==> src/rtl/wb_arb_pkg.sv <==
// Shared types and constants for the two-master Wishbone B4 classic arbiter.
// Included by wb_arb_rr_pick and wb_arbiter2.
package wb_arb_pkg;

  typedef enum logic [1:0] {
    IDLE  = 2'd0,
    BUSY  = 2'd1,
    ABORT = 2'd2
  } arb_state_t;

  localparam logic [1:0] GNT_NONE = 2'b00;
  localparam logic [1:0] GNT_M0   = 2'b01;
  localparam logic [1:0] GNT_M1   = 2'b10;

  // Stall-counter width; never narrower than one bit.
  function automatic int timeout_width(input int cycles);
    return (cycles > 2) ? $clog2(cycles) : 1;
  endfunction

endpackage

==> src/rtl/wb_arb_rr_pick.sv <==
// Combinational two-way round-robin chooser: a lone request wins outright,
// a tie goes to the master that did not own the bus last.
module wb_arb_rr_pick
  import wb_arb_pkg::*;
(
  input  logic [1:0] req,
  input  logic       last,
  output logic [1:0] gnt
);

  always_comb begin
    gnt = GNT_NONE;
    case (req)
      2'b01:   gnt = GNT_M0;
      2'b10:   gnt = GNT_M1;
      2'b11:   gnt = last ? GNT_M0 : GNT_M1;
      default: gnt = GNT_NONE;
    endcase
  end

endmodule

==> src/rtl/wb_arbiter2.sv <==
// Two-master to one-slave Wishbone B4 classic arbiter, round-robin, grant locked for a whole cyc.
// Optional stb-without-ack bus timeout enabled by defining WB_ARB_TIMEOUT_EN.
module wb_arbiter2
  import wb_arb_pkg::*;
#(
  parameter int WB_DATA_WIDTH  = 32,
  parameter int WB_ADDR_WIDTH  = 32,
  parameter int WB_SEL_WIDTH   = 4,
  parameter int TIMEOUT_CYCLES = 256
) (
  input  logic                     clk_i,
  input  logic                     rst_i,
  input  logic [WB_ADDR_WIDTH-1:0] m0_addr_i,
  input  logic [WB_DATA_WIDTH-1:0] m0_data_i,
  input  logic                     m0_we_i,
  input  logic [WB_SEL_WIDTH-1:0]  m0_sel_i,
  input  logic                     m0_stb_i,
  input  logic                     m0_cyc_i,
  output logic                     m0_ack_o,
  output logic [WB_DATA_WIDTH-1:0] m0_data_o,
  output logic                     m0_err_o,
  input  logic [WB_ADDR_WIDTH-1:0] m1_addr_i,
  input  logic [WB_DATA_WIDTH-1:0] m1_data_i,
  input  logic                     m1_we_i,
  input  logic [WB_SEL_WIDTH-1:0]  m1_sel_i,
  input  logic                     m1_stb_i,
  input  logic                     m1_cyc_i,
  output logic                     m1_ack_o,
  output logic [WB_DATA_WIDTH-1:0] m1_data_o,
  output logic                     m1_err_o,
  output logic [WB_ADDR_WIDTH-1:0] s_addr_o,
  output logic [WB_DATA_WIDTH-1:0] s_data_o,
  output logic                     s_we_o,
  output logic [WB_SEL_WIDTH-1:0]  s_sel_o,
  output logic                     s_stb_o,
  output logic                     s_cyc_o,
  input  logic                     s_ack_i,
  input  logic [WB_DATA_WIDTH-1:0] s_data_i,
  output logic [1:0]               gnt_o
);

  localparam int TO_W = timeout_width(TIMEOUT_CYCLES);

  arb_state_t               state, state_nxt;
  logic [1:0]               gnt, gnt_nxt, pick;
  logic                     last, last_nxt;
  logic                     own_cyc, own_stb, own_we;
  logic [WB_ADDR_WIDTH-1:0] own_addr;
  logic [WB_DATA_WIDTH-1:0] own_data;
  logic [WB_SEL_WIDTH-1:0]  own_sel;
  logic                     bus_on;
  logic                     timeout_hit;

  wb_arb_rr_pick u_pick (
    .req  ({m1_cyc_i, m0_cyc_i}),
    .last (last),
    .gnt  (pick)
  );

  // Owner's signals selected by the registered grant; all zero while idle.
  always_comb begin
    own_cyc  = 1'b0;
    own_stb  = 1'b0;
    own_we   = 1'b0;
    own_addr = '0;
    own_data = '0;
    own_sel  = '0;
    if (gnt == GNT_M0) begin
      own_cyc  = m0_cyc_i;
      own_stb  = m0_stb_i;
      own_we   = m0_we_i;
      own_addr = m0_addr_i;
      own_data = m0_data_i;
      own_sel  = m0_sel_i;
    end else if (gnt == GNT_M1) begin
      own_cyc  = m1_cyc_i;
      own_stb  = m1_stb_i;
      own_we   = m1_we_i;
      own_addr = m1_addr_i;
      own_data = m1_data_i;
      own_sel  = m1_sel_i;
    end
  end

  always_ff @(posedge clk_i) begin
    if (rst_i) begin
      state <= IDLE;
      gnt   <= GNT_NONE;
      last  <= 1'b1;
    end else begin
      state <= state_nxt;
      gnt   <= gnt_nxt;
      last  <= last_nxt;
    end
  end

  always_comb begin
    state_nxt = state;
    gnt_nxt   = gnt;
    last_nxt  = last;
    case (state)
      IDLE: begin
        if (pick != GNT_NONE) begin
          state_nxt = BUSY;
          gnt_nxt   = pick;
        end
      end
      BUSY, ABORT: begin
        if (!own_cyc) begin
          state_nxt = IDLE;
          gnt_nxt   = GNT_NONE;
          last_nxt  = gnt[1];
        end else if (state == BUSY && timeout_hit) begin
          state_nxt = ABORT;
        end
      end
      default: begin
        state_nxt = IDLE;
        gnt_nxt   = GNT_NONE;
      end
    endcase
  end

`ifdef WB_ARB_TIMEOUT_EN
  logic [TO_W-1:0] to_cnt;

  // Counts stalled strobe cycles of the current owner; any ack or release restarts it.
  always_ff @(posedge clk_i) begin
    if (rst_i || state != BUSY || !own_cyc || s_ack_i) begin
      to_cnt <= '0;
    end else if (own_stb) begin
      to_cnt <= to_cnt + 1'b1;
    end
  end

  assign timeout_hit = (state == BUSY) && own_cyc && own_stb && !s_ack_i &&
                       (to_cnt == TO_W'(TIMEOUT_CYCLES - 1));
`else
  logic [TO_W-1:0] unused_to_cnt;
  assign unused_to_cnt = '0;
  assign timeout_hit   = 1'b0;
`endif

  assign bus_on = (state == BUSY) && !rst_i;

  assign s_cyc_o   = bus_on & own_cyc;
  assign s_stb_o   = bus_on & own_stb;
  assign s_we_o    = own_we;
  assign s_addr_o  = own_addr;
  assign s_data_o  = own_data;
  assign s_sel_o   = own_sel;
  assign m0_ack_o  = bus_on & gnt[0] & s_ack_i;
  assign m1_ack_o  = bus_on & gnt[1] & s_ack_i;
  assign m0_err_o  = timeout_hit & gnt[0] & !rst_i;
  assign m1_err_o  = timeout_hit & gnt[1] & !rst_i;
  assign m0_data_o = s_data_i;
  assign m1_data_o = s_data_i;
  assign gnt_o     = gnt;

endmodule

==> config.mk <==
export PLATFORM = sky130hd
export DESIGN_NAME = wb_arbiter2
export DESIGN_NICKNAME = d
export VERILOG_FILES = /design/src/rtl/wb_arb_pkg.sv /design/src/rtl/wb_arb_rr_pick.sv /design/src/rtl/wb_arbiter2.sv
export SDC_FILE = /design/constraint.sdc
export NUM_CORES = 1
export LEC_CHECK = 0
export CAP_MARGIN = 10
export CORE_AREA = 2 2 125 127
export DETAILED_ROUTE_END_ITERATION = 16
export DIE_AREA = 0 0 127 129
export PLACE_DENSITY = 0.61
export REMOVE_ABC_BUFFERS = 1
export SETUP_SLACK_MARGIN = 0.02
export SLEW_MARGIN = 20
export SYNTH_ARGS = -nofsm -noshare
export SYNTH_HDL_FRONTEND = slang
export SYNTH_SLANG_ARGS = --single-unit
==> constraint.sdc <==
create_clock -name clk_i -period 1.6 [get_ports clk_i]
set_clock_uncertainty 0.15 [all_clocks]
set_input_delay 0.32 -clock clk_i [delete_from_list [all_inputs] [get_ports clk_i]]
set_output_delay 0.32 -clock clk_i [all_outputs]
set_load 0.02 [all_outputs]
# [Yosys cells after proc, flatten, opt, wreduce, memory -nomap -nowiden]
# Cells that the tools add are included.
# W data, S select, Z words.
[totals] ff_bits=5 in_bits=177 wordCells=45
[classes] n_eq_ne=9 bitwise=7 reduce_logical=7 mux=19
[op_table] op="$mux W32" n=4
[op_table] op="$eq A2 B2 Y1 const B" n=4
[op_table] op="$mux W2" n=4
[op_table] op="$mux W4" n=2
[op_table] op="$pmux W2 S2" n=2
[op_table] op="$and A1 B1 Y1" n=6
[op_table] op="$eq A2 B1 Y1 const B" n=3
[op_table] op="$mux W1" n=6
[op_table] op="$pmux W2 S3" n=1
[op_table] op="$ne A2 B2 Y1 const B" n=2
[op_table] op="$reduce_and A2 Y1" n=2
[op_table] op="$logic_not A2 Y1" n=1
[op_table] op="$reduce_bool A2 Y1" n=1
[op_table] op="$reduce_or A2 Y1" n=1
[op_table] op="$logic_and A1 B1 Y1" n=1
[op_table] op="$logic_not A1 Y1" n=1
[op_table] op="$not A1 Y1" n=1

# [Depth between registers and ports, before layout]
# Gate-level depths: netlist of run 1.
[depth] word_depth=5 mapped_depth=6

# [Hierarchy]
# Synthesis of run 1 repeated with hierarchy kept, for this count alone.
[unflattened] hier_cells=188 area_unflattened_um2=1626.6
[modules_own_cells] module="wb_arbiter2" cells_per_inst=185 instances=1 area_per_inst_um2=1607.8
[modules_own_cells] module="wb_arb_rr_pick" cells_per_inst=3 instances=1 area_per_inst_um2=18.8

# [Worst setup path after synthesis of run 1]
# OpenSTA, ideal clock, no wires.
[synth_path] path_type="register -> output" from="register gnt[1], in the netlist gnt_o[1]" to="output port s_stb_o" arrival_ns=1.244 stages_incl_launch_ff=7 t_required_ns=1.130 path_buffers=3 setup_slack_ns=-0.114 cell_sequence="dfxtp_1 -> buf_6 -> nor2b_4 -> buf_6 -> buf_6 -> a22oi_2 -> nor2_2"
[synth_via] elab_chain_len=4
[synth_lines] item="start, declared" line_no="wb_arbiter2.sv:45" rtl="logic [1:0] gnt, gnt_nxt, pick;"
[synth_lines] item="start signal, assigned" line_no="wb_arbiter2.sv:92" rtl="gnt <= gnt_nxt;"
[synth_lines] item="$eq A2 B2 Y1" line_no="wb_arbiter2.sv:75" rtl="end else if (gnt == GNT_M1) begin"
[synth_lines] item="$mux W1" line_no="wb_arbiter2.sv:75"
[synth_lines] item="$mux W1 *" line_no="wb_arbiter2.sv:68" rtl="if (gnt == GNT_M0) begin"
[synth_lines] item="$and A1 B1 Y1 *" line_no="wb_arbiter2.sv:147" rtl="assign s_stb_o = bus_on & own_stb;"
[synth_lines] item="end, declared" line_no="wb_arbiter2.sv:35" rtl="output logic s_stb_o,"
# Mark *: on every way between the ends. The rest lies on a longest branch, timed or not.

# [Final worst setup path of run 1]
[layout_path] from="register gnt[0], in the netlist gnt_o[0]" to="output port s_data_o[6]"
[layout_via] elab_chain_len=3
[layout_lines] item="$eq A2 B2 Y1" line_no="wb_arbiter2.sv:75"
[layout_lines] item="$mux W32" line_no="wb_arbiter2.sv:75"
[layout_lines] item="$mux W32 *" line_no="wb_arbiter2.sv:68"
[layout_lines] item="end, declared" line_no="wb_arbiter2.sv:32" rtl="output logic [WB_DATA_WIDTH-1:0] s_data_o,"
# Marks and branches as above.

==> results of run 1 <==
-- stage by stage --
| stage | area (um^2) | std cells | TNS, ps |
|---|---|---|---|
| 2_1_floorplan | 886 | 105 | -53620 |
| 3_3_place_gp | 3470 | 528 | -31060 |
| 3_5_place_dp | 3470 | 528 | -34840 |
| 4_1_cts | 3810 | 553 | -19950 |
| 5_1_grt | 4170 | 562 | -23620 |
| 6_report | 4170 | 562 | -20510 |
-- critical path, cell delays in order, from the launching register on --
cell	delay, ps
dfxtp_4	340
nor2b_4	130
buf_6	120
buf_12	130
buf_8	130
a22o_4	250
buf_6	130
-- final cells by class --
cell class                 count  area, um^2
tap                          188         235
clock buffer                   3        75.1
multi-input combinational    100         888
inverter                       1        3.75
fill                        1595       10800
sequential                     4        88.8
timing repair buffer         266        2870
-- metal layers --
| layer | routed length (um) | part of all wire (%) | GRT usage (%) | vias to the layer above |
|---|---|---|---|---|
| li1 | - | - | - | 1009 |
| met1 | 5190 | 36 | 16.1 | 1084 |
| met2 | 6960 | 48 | 26.8 | 178 |
| met3 | 2250 | 15 | 10.9 | 13 |
| met4 | 64 | 0.44 | 1.55 | 2 |
| met5 | 108 | 0.74 | 5.00 | - |
-- power groups by stage --
stage | Combinational [W] | Clock, W | Sequential, W
floorplan | 0.000464 | 0 | 0.000130
CTS | 0.00142 | 0.000402 | 0.000121
global placement | 0.00127 | 0 | 0.000120
global route | 0.00166 | 0.000415 | 0.000122
detailed placement | 0.00128 | 0 | 0.000121
finish | 0.00158 | 0.000400 | 0.000120
-- repair_timing --
item / 4_1_cts / 5_1_grt
setup buffers: 18 / 6
pin swaps: 29 / 14
gates resized for setup: 367 / 81
endpoints found under the setup margin: 75 / 75
gates cloned: 4 / 6
endpoints found under the hold margin: 0 / 0
-- sequential cells by signal, indices dropped and copies added (netlist names) --
name / flops
last: 1
state: 1
gnt_o: 2
-- placed cells by master (no fill, tap or decap), types with 2 or more instances in the layout --
cell and n:
a21oi_1 2, a22o_1 62, a22o_4 7, and3_4 2
buf_12 8, buf_2 2, buf_4 29, buf_6 71
buf_8 3, bufbuf_16 2, clkbuf_16 8, clkbuf_2 2
clkdlybuf4s50_1 140, conb_1 2, dfxtp_4 2, dlygate4sd2_1 2
nand2_1 3, nand2b_1 2, nand3_1 2, nor2_1 3
nor2b_4 2, o21ai_0 2
-- worst min path at each step --
stage	endpoint	depth (start not counted)	start	slack, ps
6_report	last	2	last	380
3_3_place_gp	last	2	last	350
4_1_cts	state[0]	3	rst_i	340
5_1_grt	state[0]	3	rst_i	440
2_1_floorplan	gnt_o[0]	1	rst_i	240
3_5_place_dp	last	2	last	380
-- kinds of logic (layout without fill, tap and decap cells) --
group | Yosys count | count (layout) | share of synthesized area [%]
AOI/OAI and AO/OA | 78 | 78 | 43.0
buffers and inverters | 84 | 270 | 43.2
and+or+nand+nor | 19 | 19 | 7.77
other | 1 | 2 | 0.242
muxes | 1 | 1 | 0.647
DFF | 4 | 4 | 5.18
==> impl_metrics.py, run 1 <==
metrics = {
    "global_route": {
        "grt_pass1_vias": 2385,
        "antenna_found_initial": 0,
        "gr-total-overflow": 0,
        "track_usage_pct": 15.7,
        "grt_start_max_net_pins": 31,
        "grt_pass1_wl_mm": 18.0,
    },
    "layout": {
        "final_nets": 553,
        "syn2layout_area_growth_pct": 169,
        "utilization_pct": 27.8,
        "antenna_cells": 0,
        "drive_gt1_share_pct": 39.3,
    },
    "timing": {
        "post-route-period-util_pct": 121,
        "finalSetupViolations": 72,
        "fin_crit_ps": 1940,
        "worst_hold_slack_ps": 384,
        "slew_violations": 0,
        "hold_viol": 0,
        "layout_setup_ws_ps": -340,
        "rsz0062_at_grt": "true",
        "fmax_mhz": 515,
    },
    "floorplanning": {
        "initial_core_util_pct": 10.3,
        "boundaryPins": 318,
        "dieArea_um2": 16400,
        "rows": 45,
        "die_x_um": 127,
        "die_h_um": 129,
        "core_area_um2": 15000,
    },
    "run": {
        "cap_viol_max_count": 0,
    },
    "logic_synthesis": {
        "synthDistinctLibCells": 24,
        "async_reset_ff_share_pct": 0,
        "synth_warnings": 0,
        "synth-seq-cells": 4,
        "synth_commonest_cells": "72 x buf_4, 69 x a22o_1, 11 x buf_6, 4 x dfxtp_1, 4 x nor2_1",
        "netlist_area_um2": 1550,
        "postSynthCellCount": 187,
        "synth_area_per_cell_um2": 8.27,
        "synth.area.top_cells": "a22o_1 39%, buf_4 35%, buf_6 8.0%",
        "synth.yosys.seq_area_share_pct": 5.18,
        "synth_ff_type": "dfxtp_1",
        "post-synth-top-area-cell": "a22o_1",
        "yosys.area.top_type_share_pct": 39.1,
        "synth_edf_count": 0,
        "synth_most_common_cell": "buf_4",
    },
    "placed_design": {
        "port_buffers": 219,
        "post-place-ws_ps": -667,
        "detailed_place_hpwl_mm": 11.7,
        "place_congestion": 0.905,
    },
    "drt": {
        "viasPerCell": 4.07,
        "drc": 0,
        "firstDrtPassIters": 4,
        "ant_nets": 0,
        "drt-total-wl_mm": 14.6,
        "via_count": 2286,
        "wire_per_inst_um": 25.9,
        "initialDrtViolationCount": 94,
    },
    "critical_path": {
        "crit_fanout": 6,
        "r2r_start": "gnt_o[0]",
        "crit_end": "s_data_o[6]",
        "timing.rr.end": "state[0]",
        "critPathArrivalTime_ps": 1470,
        "startpoint": "gnt_o[0]",
        "critPathLaunchType": "flip-flop",
        "crit_path_end_kind": "output port",
        "rrSetupSlack_ps": -210,
        "required_ps": 1130,
        "reg2regPathDepth": 10,
        "worst-setup-path-type": "flip-flop to output port",
    },
    "cts": {
        "cts_buffers": 3,
        "clk_pin_slew_ps": 30,
        "cts_num_sinks": 4,
        "cts_tree": "done",
        "cts_root_buf": "clkbuf_16",
        "clkLatencyLatePin_ps": 230,
        "cts_max_path_buffers": 2,
        "ctsHoldBuffers": 0,
        "cts.htree.levels": 1,
    },
    "power_and_ir_drop": {
        "p_sw_w": 0.000710,
        "powerDensity_nw_per_um2": 505,
        "swShare_pct": 33.8,
        "p_leak_nw": 1.77,
        "pwr-share-clk_pct": 19.0,
        "ir_drop_mv": 0.327,
        "power_frac_comb_pct": 75.3,
        "internal-power_w": 0.00139,
        "sequentialPowerShare_pct": 5.7,
        "finalPower_w": 0.00210,
    },
    "worst_hold_path": {
        "min_path_type": "flip-flop to flip-flop",
    },
    "outcome": {
        "outcome": "finished with violations",
        "violations": "negative setup slack",
    },
}
No activity file was read; power rests on OpenSTA's default activity.
==> run 2, diff against run 1 <==
--- a/config.mk
+++ b/config.mk
@@ -9,6 +9,7 @@
 export CORE_AREA = 2 2 125 127
 export DETAILED_ROUTE_END_ITERATION = 16
 export DIE_AREA = 0 0 127 129
+export GPL_TIMING_DRIVEN = 0
 export PLACE_DENSITY = 0.61
 export REMOVE_ABC_BUFFERS = 1
 export SETUP_SLACK_MARGIN = 0.02
==> impl_metrics.py, run 2 (synthesized netlist as in run 1, its figures left out) <==
metrics = {
    "cts": {
        "cts_root_buf": "clkbuf_16",
        "clkLatencyLatePin_ps": 230,
        "cts_num_sinks": 4,
        "cts.htree.levels": 1,
        "cts_buffers": 3,
        "cts_tree": "done",
        "cts_max_path_buffers": 2,
        "clk_pin_slew_ps": 30,
    },
    "critical_path": {
        "max_stage_delay_ps": 350,
        "required_ps": 1130,
        "crit_path_end_kind": "output port",
        "critPathLaunchType": "flip-flop",
        "cp_slowest_cell": "dfxtp_4",
        "crit_path_cell_trace": "buf_12 > nor2b_4 > buf_12 > buf_8 > clkbuf_16 > a22o_1 > buf_6",
        "critPathArrivalTime_ps": 1550,
        "critPathBufInv": 5,
        "crit_fanout": 8,
        "worst-setup-path-type": "flip-flop to output port",
        "critical_path.top_delay_family": "buffers and inverters",
        "crit_path_frequent_cell": "buf_12",
    },
    "layout": {
        "final_common_cell": "clkdlybuf4s50_1",
        "syn2layout_area_growth_pct": 170,
        "utilization_pct": 27.9,
        "finalNonFillerCells": 556,
        "final_nets": 547,
        "largest_reg_flops": 2,
        "drive_gt1_share_pct": 37.5,
        "antenna_cells": 0,
        "final_cell_mix": "140 x clkdlybuf4s50_1, 70 x buf_6, 63 x a22o_1",
    },
    "floorplanning": {
        "die_h_um": 129,
        "die_x_um": 127,
        "rows": 45,
        "boundaryPins": 318,
        "initial_core_util_pct": 10.3,
        "dieArea_um2": 16400,
        "core_area_um2": 15000,
    },
    "timing": {
        "slew_violations": 0,
        "post-route-period-util_pct": 126,
        "hold_viol": 0,
        "fmax_mhz": 494,
        "finalSetupViolations": 72,
        "layout_setup_ws_ps": -422,
        "fin_crit_ps": 2020,
        "worst_hold_slack_ps": 388,
        "rsz0062_at_grt": "true",
    },
    "drt": {
        "initialDrtViolationCount": 112,
        "drt-total-wl_mm": 14.8,
        "firstDrtPassIters": 4,
        "ant_nets": 0,
        "viasPerCell": 4.11,
        "drc": 0,
        "via_count": 2285,
        "wire_per_inst_um": 26.5,
    },
    "power_and_ir_drop": {
        "ir_drop_mv": 0.506,
        "p_leak_nw": 1.75,
        "powerDensity_nw_per_um2": 512,
        "finalPower_w": 0.00214,
    },
    "global_route": {
        "globalRouteMet2Util_pct": 24.9,
        "met1_usage_pct": 15.1,
        "grt_pass1_wl_mm": 17.2,
        "track_usage_pct": 15.0,
        "grt_start_max_net_pins": 38,
        "grt_pass1_vias": 2166,
        "gr-total-overflow": 0,
        "grt-busiest-layer": "met2",
        "gr-usage-met3_pct": 11.9,
        "antenna_found_initial": 0,
    },
    "outcome": {
        "violations": "negative setup slack",
        "outcome": "finished with violations",
    },
    "placed_design": {
        "dp.cells": 516,
        "detailed_place_hpwl_mm": 11.2,
        "port_buffers": 219,
        "place_congestion": 0.879,
    },
    "worst_hold_path": {
        "min_path_type": "input port to flip-flop",
    },
    "run": {
        "cap_viol_max_count": 0,
    },
}
[run 2: changes by cell type in the layout (fill, tap and decap cells not counted), moves of 2 or more]
cell / delta
buf_4: -8
dlygate4sd2_1: +2
buf_16: +4
bufbuf_16: -2
buf_12: +3
buf_2: -2
[run 2: layout make-up]
| type | count | area [um^2] |
|---|---|---|
| Timing Repair Buffer | 260 | 2890 |
| Tap cell | 188 | 235 |
| Fill cell | 1559 | 10800 |
| Inverter | 1 | 6.26 |
| Sequential cell | 4 | 91.3 |
| Multi-Input combinational cell | 100 | 885 |
| Clock buffer | 3 | 75.1 |
[run 2: repair_timing]
item                                    4_1_cts  5_1_grt
cloned                                        5        8
hold buffers                                  0        0
resized for setup                           378      110
endpoints found under the setup margin       75       74
pin swaps                                     3       39
setup buffers                                13       13
[run 2: worst reg2reg max path, cell delays in order (launching register included)]
cell and delay [ps]:
dfxtp_4 370, buf_4 120, and2_4 150, mux2i_4 70, buf_4 140, buf_4 120, buf_4 120, buf_4 120
buf_4 120, a21oi_1 100
[run 2: through the flow]
stage | setup TNS (ps) | instance area, um^2 | setup WS [ps]
3_3_place_gp | -115220 | 3310 | -1700
3_5_place_dp | -54060 | 3390 | -817
6_report | -24320 | 4180 | -422
5_1_grt | -27240 | 4180 | -449
2_1_floorplan | -53620 | 886 | -771
4_1_cts | -24730 | 3710 | -448
[run 2: final timing paths]
path	start	to	slack, ps	cells past startpoint
setup / recovery	gnt_o[1]	s_addr_o[26]	-420	7
hold / removal	rst_i	state[0]	390	2
setup reg to reg	gnt_o[0]	state[0]	-50	9
hold reg to reg	last	last	390	2
[run 2: report_power, final]
part           switching [W]  total [W]  leakage [nW]  internal (W)
combinational       0.000640    0.00161          1.68      0.000970
clock              0.0000834   0.000404        0.0370      0.000321
sequential         0.0000155   0.000126        0.0350      0.000110
total               0.000739    0.00214          1.75       0.00140
[run 2: metal layers]
layer | wire length [um] | vias to the layer above
met2 | 6930 | 209
met1 | 5200 | 1061
met4 | 78 | 2
li1 | - | 1001
met3 | 2470 | 12
met5 | 80 | -
==> run 3, diff against run 2 <==
--- a/config.mk
+++ b/config.mk
@@ -6,11 +6,10 @@
 export NUM_CORES = 1
 export LEC_CHECK = 0
 export CAP_MARGIN = 10
-export CORE_AREA = 2 2 125 127
+export CORE_AREA = 10 10 116 118
 export DETAILED_ROUTE_END_ITERATION = 16
-export DIE_AREA = 0 0 127 129
-export GPL_TIMING_DRIVEN = 0
-export PLACE_DENSITY = 0.61
+export DIE_AREA = 0 0 126 128
+export PLACE_DENSITY = 0.74
 export REMOVE_ABC_BUFFERS = 1
 export SETUP_SLACK_MARGIN = 0.02
 export SLEW_MARGIN = 20
==> impl_metrics.py, run 3 (synthesized netlist as in run 1, its figures left out) <==
metrics = {
    "drt": {
        "drc": 0,
        "firstDrtPassIters": 4,
        "ant_nets": 0,
        "via_count": 2259,
        "drt-total-wl_mm": 13.0,
        "initialDrtViolationCount": 101,
        "wire_per_inst_um": 25.6,
        "viasPerCell": 4.47,
    },
    "critical_path": {
        "required_ps": 1130,
        "reg2regPathDepth": 4,
        "crit_path_cell_trace": "nor2b_4 > buf_4 > clkbuf_16 > a22o_1 > buf_6",
        "r2r_start": "gnt_o[0]",
        "max_stage_delay_ps": 350,
        "crit_fanout": 17,
        "critPathLaunchType": "flip-flop",
        "timing.rr.end": "state[0]",
        "crit_path_end_kind": "output port",
        "cp_slowest_cell": "dfxtp_4",
        "critical_path.top_delay_family": "buffers and inverters",
        "worst-setup-path-type": "flip-flop to output port",
        "rrSetupSlack_ps": 320,
        "startpoint": "gnt_o[0]",
        "critPathBufInv": 3,
        "critPathArrivalTime_ps": 1460,
    },
    "layout": {
        "final_common_cell": "clkdlybuf4s50_1",
        "final_cell_mix": "142 x clkdlybuf4s50_1, 74 x buf_6, 64 x a22o_1",
        "n_fill_cell": 1103,
        "finalInstanceArea_um2": 3980,
        "finalNonFillerCells": 505,
        "largest_reg_flops": 2,
        "final_nets": 541,
        "syn2layout_area_growth_pct": 157,
        "antenna_cells": 0,
        "drive_gt1_share_pct": 35.4,
    },
    "floorplanning": {
        "dieArea_um2": 16100,
        "initial_core_util_pct": 13.8,
        "die_x_um": 126,
        "core_area_um2": 11200,
        "rows": 39,
        "boundaryPins": 318,
        "die_h_um": 128,
    },
    "power_and_ir_drop": {
        "p_leak_nw": 1.68,
        "powerDensity_nw_per_um2": 516,
        "ir_drop_mv": 0.468,
    },
    "global_route": {
        "track_usage_pct": 13.7,
        "antenna_found_initial": 1,
        "grt_start_max_net_pins": 35,
        "grt_pass1_wl_mm": 17.1,
        "gr-total-overflow": 0,
        "grt_pass1_vias": 2404,
    },
    "timing": {
        "fmax_mhz": 519,
        "rsz0062_at_grt": "true",
        "slew_violations": 0,
        "post-route-period-util_pct": 120,
        "fin_crit_ps": 1930,
        "hold_viol": 0,
        "worst_hold_slack_ps": 380,
        "finalSetupViolations": 71,
        "layout_setup_ws_ps": -325,
    },
    "cts": {
        "cts_tree": "done",
        "cts_root_buf": "clkbuf_16",
        "cts_max_path_buffers": 2,
        "cts_num_sinks": 4,
        "cts.htree.levels": 1,
        "clk_pin_slew_ps": 30,
        "cts_buffers": 3,
        "clkLatencyLatePin_ps": 220,
    },
    "placed_design": {
        "postPlaceCellArea_um2": 3440,
        "dp.cells": 483,
        "place_congestion": 0.800,
        "detailed_place_hpwl_mm": 10.1,
        "post-place-ws_ps": -684,
        "port_buffers": 219,
    },
    "outcome": {
        "violations": "negative setup slack",
        "outcome": "finished with violations",
    },
    "worst_hold_path": {
        "hold_path.startpoint": "last",
        "hold_end": "last",
        "min_path_type": "flip-flop to flip-flop",
        "whs_path_depth": 2,
    },
    "run": {
        "cap_viol_max_count": 0,
    },
}
run 3: changes by cell type in the layout (fill, tap and decap cells not counted), moves of 2 or more:
cell and change:
buf_6 +4, buf_4 -3, buf_8 -3, buf_12 -2, buf_16 -2, clkdlybuf4s15_1 +2
clkdlybuf4s50_1 +2, dlygate4sd2_1 -2
run 3: what timing repair did:
item | in CTS | in global routing
hold buffers | 0 | 0
gates resized for setup | 394 | 33
endpoints found under the setup margin | 75 | 75
buffers inserted | 8 | 7
pin swaps | 11 | 13
cloned | 3 | 4
run 3: how the worst max path moves through the flow:
| stage | endpoint | slack (ps) | cells past startpoint |
|---|---|---|---|
| global placement | s_cyc_o | -700 | 5 |
| CTS | s_data_o[8] | -340 | 6 |
| detailed placement | s_cyc_o | -680 | 5 |
| finish | s_addr_o[20] | -330 | 5 |
| global route | s_addr_o[20] | -380 | 5 |
| floorplan | s_stb_o | -770 | 3 |
run 3: stage by stage:
stage	power [W]	setup TNS (ps)	utilization (%)
floorplan	0.000594	-53620	-
detailed placement	0.00144	-32800	30.7
CTS	0.00198	-18110	34.0
finish	0.00205	-18390	35.5
global route	0.00216	-22290	35.5
global placement	0.00143	-31730	30.7
run 3: layer usage:
| layer | vias to the layer above | GRT usage (%) | share of wire (%) |
|---|---|---|---|
| li1 | 983 | - | - |
| met1 | 1025 | 14.3 | 35 |
| met2 | 235 | 19.8 | 44 |
| met3 | 12 | 12.7 | 20 |
| met4 | 4 | 1.47 | 0.62 |
| met5 | - | 7.12 | 0.75 |
run 3: layout make-up:
cell class	instances	area, um^2	share of cell area (%)
Inverter	1	3.75	0.0943
Timing Repair Buffer	254	2780	69.8
Sequential cell	4	88.8	2.23
Multi-Input combinational cell	100	857	21.5
Clock buffer	3	75.1	1.89
Tap cell	143	179	4.49
run 3: report_power, final:
group	total, W	leakage, nW	switching [W]	internal [W]
clock network	0.000390	0.0370	0.0000708	0.000319
registers	0.000120	0.0347	0.00000923	0.000111
logic	0.00154	1.61	0.000618	0.000927
total	0.00205	1.68	0.000698	0.00136
run 3: worst reg2reg max path, stage by stage (launching register included):
cell     delay [ps]
dfxtp_4         350
buf_4           130
and2b_2         240
mux2i_2         200
a21oi_1          90
